--- config.mk ---
export PLATFORM = sky130hd
export DESIGN_NAME = mem_arbiter
export DESIGN_NICKNAME = d
export VERILOG_FILES = /design/src/rtl/mem_arbiter.sv
export SDC_FILE = /design/constraint.sdc
export NUM_CORES = 1
export LEC_CHECK = 0
export ABC_AREA = 1
export ABC_CLOCK_PERIOD_IN_PS = 1100
export CAP_MARGIN = 20
export CORE_MARGIN = 10
export CORE_UTILIZATION = 37
export CTS_CLUSTER_DIAMETER = 60
export CTS_CLUSTER_SIZE = 25
export DETAILED_ROUTE_END_ITERATION = 12
export GPL_TIMING_DRIVEN = 0
export PLACE_DENSITY = 0.76
export SLEW_MARGIN = 40
export SYNTH_ARGS = -nofsm -noshare
export SYNTH_HDL_FRONTEND = slang
export SYNTH_SLANG_ARGS = --single-unit
--- constraint.sdc ---
create_clock -name clk -period 1.1 [get_ports clk]
set_input_delay 0.33 -clock clk [delete_from_list [all_inputs] [get_ports clk]]
set_output_delay 0.33 -clock clk [all_outputs]
set_load 0.05 [all_outputs]
--- src/rtl/mem_arbiter.sv ---
// Two-requester round-robin arbiter and access sequencer for a single-port
// synchronous RAM with 1-cycle read latency.
module mem_arbiter #(
    parameter int AW = 4,
    parameter int DW = 8
) (
    input  logic          clk,
    input  logic          rst,
    input  logic          req0,
    input  logic          req1,
    input  logic          we0,
    input  logic          we1,
    input  logic [AW-1:0] addr0,
    input  logic [AW-1:0] addr1,
    input  logic [DW-1:0] wdata0,
    input  logic [DW-1:0] wdata1,
    output logic          ack0,
    output logic          ack1,
    output logic [DW-1:0] rdata,
    output logic          busy,
    output logic          mem_en,
    output logic          mem_we,
    output logic [AW-1:0] mem_addr,
    output logic [DW-1:0] mem_wdata,
    input  logic [DW-1:0] mem_rdata
);
    // state | meaning
    // IDLE  | sampling requests; ack of the previous access is visible here
    // ACC   | RAM enabled with the captured address/data
    // RESP  | read data arriving from RAM; ack issued on exit
    typedef enum logic [1:0] {
        IDLE = 2'b00,
        ACC  = 2'b01,
        RESP = 2'b10
    } state_t;

    state_t state;
    logic   gnt;
    logic   last;
    logic   rd;
    logic   win;

    // On a tie the requester that was not served last wins.
    always_comb begin
        if (req0 && req1) win = ~last;
        else              win = req1;
    end

    assign busy = (state != IDLE);

    always_ff @(posedge clk or negedge rst) begin
        if (!rst) begin
            state     <= IDLE;
            last      <= 1'b1;
            gnt       <= 1'b0;
            rd        <= 1'b0;
            ack0      <= 1'b0;
            ack1      <= 1'b0;
            rdata     <= '0;
            mem_en    <= 1'b0;
            mem_we    <= 1'b0;
            mem_addr  <= '0;
            mem_wdata <= '0;
        end else begin
            ack0 <= 1'b0;
            ack1 <= 1'b0;
            case (state)
                IDLE: begin
                    if (req0 || req1) begin
                        gnt       <= win;
                        last      <= win;
                        rd        <= win ? ~we1 : ~we0;
                        mem_en    <= 1'b1;
                        mem_we    <= win ? we1 : we0;
                        mem_addr  <= win ? addr1 : addr0;
                        mem_wdata <= win ? wdata1 : wdata0;
                        state     <= ACC;
                    end else begin
                        mem_en <= 1'b0;
                        mem_we <= 1'b0;
                    end
                end
                ACC: begin
                    mem_en <= 1'b0;
                    mem_we <= 1'b0;
                    state  <= RESP;
                end
                RESP: begin
                    if (rd) rdata <= mem_rdata;
                    if (gnt) ack1 <= 1'b1;
                    else     ack0 <= 1'b1;
                    state <= IDLE;
                end
                default: begin
                    mem_en <= 1'b0;
                    mem_we <= 1'b0;
                    state  <= IDLE;
                end
            endcase
        end
    end
endmodule

Word-level counts from Yosys, hierarchy flattened
Index checks and enable logic that the tools add are counted.

Bits in registers: 29. Logic and storage cells: 38. Output and inout bits: 25. Input bits: 38.

Reduce and logical (&&, ||, !) cells: 6. Equality and inequality tests: 3. Bitwise logic cells: 3. Multiplexer cells: 15.

Operators by type and width (count): 1-bit 2-to-1 mux (9); 8-bit 2-to-1 mux (1); 4-bit 2-to-1 mux (1); 1-bit one-hot mux with 2 select lines (2); 2-bit one-hot mux with 2 select lines (1); 2-bit AND reduction (2); 1-bit NOT (3); 2-bit by 1-bit equality test with 1-bit output, second input constant (1); 2-bit equality test, second input constant (1); 2-bit logical NOT (1); 2-bit 2-to-1 mux (1); 2-bit inequality test, second input constant (1); 2-bit nonzero test (1); 1-bit logical AND (1); 1-bit logical OR (1).

Longest topological paths before layout
Depth after elaboration: 5. Mapped depth: 7. Gate-level depth less buffers: 6.

Worst setup path after synthesis
No wires, ideal clock.

Path type: reg2reg. From: reg state[0]. To: reg mem_addr[0]. Library setup time: 0.118 ns. Arrival time: 1.164 ns. Setup slack: -0.181 ns. Path buffers: 1. Cell stages (with the launch flop): 8. Path through: dfrtp_1 > inv_1 > nand2_2 > nor2_8 > inv_4 > buf_6 > nand2_1 > nand2_1.

Longest elaborated chain between the ends: 2.

Ends and longest elaborated chain: start, declared (line 37) `state_t state;`; start signal, assigned (line 53) `state <= IDLE;`; start signal, assigned (line 77) `state <= ACC;`; start signal, assigned (line 86) `state <= RESP;`; 2-bit logical NOT (line 67) `case (state)`; 2-bit AND reduction (no source line); end signal, assigned (line 75) `mem_addr <= win ? addr1 : addr0;`; end, declared (line 23) `output logic [AW-1:0] mem_addr,`.

Every way passes these cells. A chain may end at the register's enable or synchronous reset.

Final worst setup path
From: reg state[1]. To: out busy.

Longest elaborated chain between the ends: 1.

Ends and longest elaborated chain: 2-bit nonzero test (line 49) `assign busy = (state != IDLE);`; end, declared (line 20) `output logic busy,`.

Every way passes these cells.

==> impl_metrics.toml <==
[setup_path]
crit_required_ns = 0.77
reg2reg_depth = 9
cp-start-kind = "flop"
reg2reg_from = "state[1]"
critical_path_class = "flop to output port"
end_kind = "output port"
cp_max_fo = 2
r2r-end = "mem_wdata[2]"
worst-r2r-setup-slack_ns = -0.21
critPathArrivalTime_ns = 1.00

[final_layout]
drive_gt1_share_pct = 37.64
diodes = 0
fillers = 313
final_nets = 300
stdcell_area_um2 = 2549
area_growth_syn_to_layout_pct = 84.85

[drt]
drtPass1Iterations = 4
vias = 1414
ant_nets = 0
wl_per_cell_um = 13.93
drt_iter0_drc = 51
totalWireLength_mm = 4.331
drc = 0
viasPerCell = 4.547

[global_routing]
grt_max_degree = 30
grt_use_met3_pct = 4.967
grt_pass1_wl_mm = 6.748
use_met1_pct = 15.60
grt_pass1_vias = 1376
antenna_found_initial = 0
globalRoute.totalOverflow = 0
grt.total_usage_pct = 13.17
grt_util_met2_pct = 22.13
top_usage_layer = "met2"

[clocking]
cts.sinks = 29
clk_pin_slew_ns = 0.06
cts_buffers = 5
htree_levels = 2
cts_hold_buf = 0
cts-root-buf = "clkbuf_8"
clk_latency_ns = 0.28
cts_tree = "built"
clock_path_buffers = 2

[job]
cap_viol_max_count = 0

[timing]
holdWs_ns = 0.07241
rsz0062_at_grt = "true"
report.final.slew_viol_count = 0
period_needed_ns = 1.335
setup_tns_ns = -4.844
finalSetupViolations = 51
hold_viol_final = 0
layout_worst_path_cycle_share_pct = 121.3
setup_ws_ns = -0.2347
tightestPinTransition_ns = 0.6401
finClkSkew_ns = 0.003032
relSlewSlack_pct = 57.33
fmax_ghz = 0.7492

[status]
violations = "negative setup slack"
status = "complete, but fails checks"

[floorplan]
die_area_um2 = 6568
ioPinCount = 63
rows = 22
die_x_um = 81.05
core_area_um2 = 3633
die_h_um = 81.05
initial_utilization_pct = 37.95

[placement]
gp_congestion = 0.7369
hpwlAfterDp_mm = 2.876
io_buffers = 61
placed_area_um2 = 2058

[logic_synthesis]
netlist_instances = 165
ys_ff_latch = 29
syn_area_per_cell_um2 = 8.356
synth_seq_area_share_pct = 52.72
synth_fp_nets = 203
yosys_warnings = 0
synth_area_um2 = 1379
synth_cell_types = 17

[pwr]
peakVddDrop_uv = 1491
power_density_nw_per_um2 = 3193
p_leak_nw = 1.316

[worst_hold_path]
min_path_type = "input pin to asynchronous set/reset pin"
synthesized netlist by cell type:
cell type   n  share of area, %
buf_2       4               1.5
nand2_1    64                17
nand3_1    22               8.0
nor2_1      4               1.1
dfstp_2     1               1.9
inv_1      17               4.6
nand2_2     3               1.4
o21ai_0     1              0.36
buf_4       1              0.54
dfrtp_1    28                51
nand4_1     1              0.45
inv_2       1              0.27
inv_4       1              0.45
buf_6       3               2.4
nand3b_1   12               6.5
nor2_4      1              0.82
nor2_8      1               1.5
critical path: stages, from the launching register on:
cell and delay [ns]:
dfrtp_1 0.40, inv_2 0.11, nand2_8 0.07, buf_8 0.15
routing by layer:
metal  vias to the layer above  wire [um]
met2                        44       2218
li1                        707          -
met3                         4        356
met4                         0         27
met1                       659       1728
met5                         -          0
state kept, by name, summed over array words and instances (netlist names), 2 cells and up:
| register | cells |
|---|---|
| mem_wdata | 8 |
| state | 2 |
| mem_addr | 4 |
| rdata | 8 |
metrics by stage:
| stage | instances | power [mW] | utilization (%) | setup slack [ns] |
|---|---|---|---|---|
| floorplan | 165 | 4.546 | - | -0.05509 |
| global placement | 274 | 5.877 | 56.78 | -0.7776 |
| detailed placement | 274 | 5.927 | 56.65 | -0.5483 |
| CTS | 299 | 7.808 | 66.91 | -0.2401 |
| global route | 311 | 8.585 | 70.14 | -0.2910 |
| finish | 311 | 8.139 | 70.14 | -0.2347 |
where the power goes:
group          internal, mW  switching [mW]
clock network         0.437           0.396
registers              1.60           0.357
logic                  2.30            3.04
total                  4.34            3.80
worst max path at each step:
stage / from / endpoint / slack [ns] / cells after the start
3_3_place_gp: rst / mem_wdata[5] / -0.78 / 1
6_report: state[1] / busy / -0.23 / 3
3_5_place_dp: state[1] / busy / -0.55 / 3
2_1_floorplan: state[0] / mem_addr[0] / -0.06 / 7
5_1_grt: state[0] / mem_wdata[2] / -0.29 / 9
4_1_cts: state[1] / busy / -0.24 / 3
cells in the final DEF, fill, tap and decap left out:
cell type	count
inv_6	1
inv_1	16
nor2_1	4
dfstp_2	1
buf_6	34
dlygate4sd2_1	1
clkbuf_1	1
clkbuf_8	5
nor2_4	1
buf_8	2
clkinv_2	2
o21ai_0	1
nor2_8	1
nand4_1	1
nand2_2	10
nand3_1	12
nand2_8	1
nand3b_1	12
nand3_2	10
buf_16	1
clkdlybuf4s50_1	34
nand2_4	2
buf_4	21
inv_2	2
nand2_1	54
dfrtp_1	28
buf_2	4
buf_12	1
area by class of cell:
type | count | area [um^2] | share of cell area, %
Buffer | 8 | 77.57 | 3.044
Clock buffer | 6 | 72.57 | 2.847
Clock inverter | 2 | 10.01 | 0.3927
Inverter | 19 | 76.32 | 2.995
Multi-Input combinational cell | 109 | 615.6 | 24.15
Sequential cell | 29 | 726.9 | 28.52
Tap cell | 48 | 60.06 | 2.356
Timing Repair Buffer | 90 | 909.6 | 35.69
cells by family (layout without fill, tap and decap cells):
family,count (synthesis),count (layout),synth area share [%]
buffers and inverters,27,125,9.800
and+or+nand+nor,108,108,37.12
AOI/OAI and AO/OA,1,1,0.3626
DFF,29,29,52.72
repair_timing:
action / 4_1_cts / 5_1_grt
endpoints found under the setup margin: 50 / 52
pin swaps: 22 / 10
setup buffers: 14 / 12
gates cloned: 3 / 0
hold endpoints to repair: 0 / 0
gates resized for setup: 206 / 7
(Power assumes the default switching activity.)
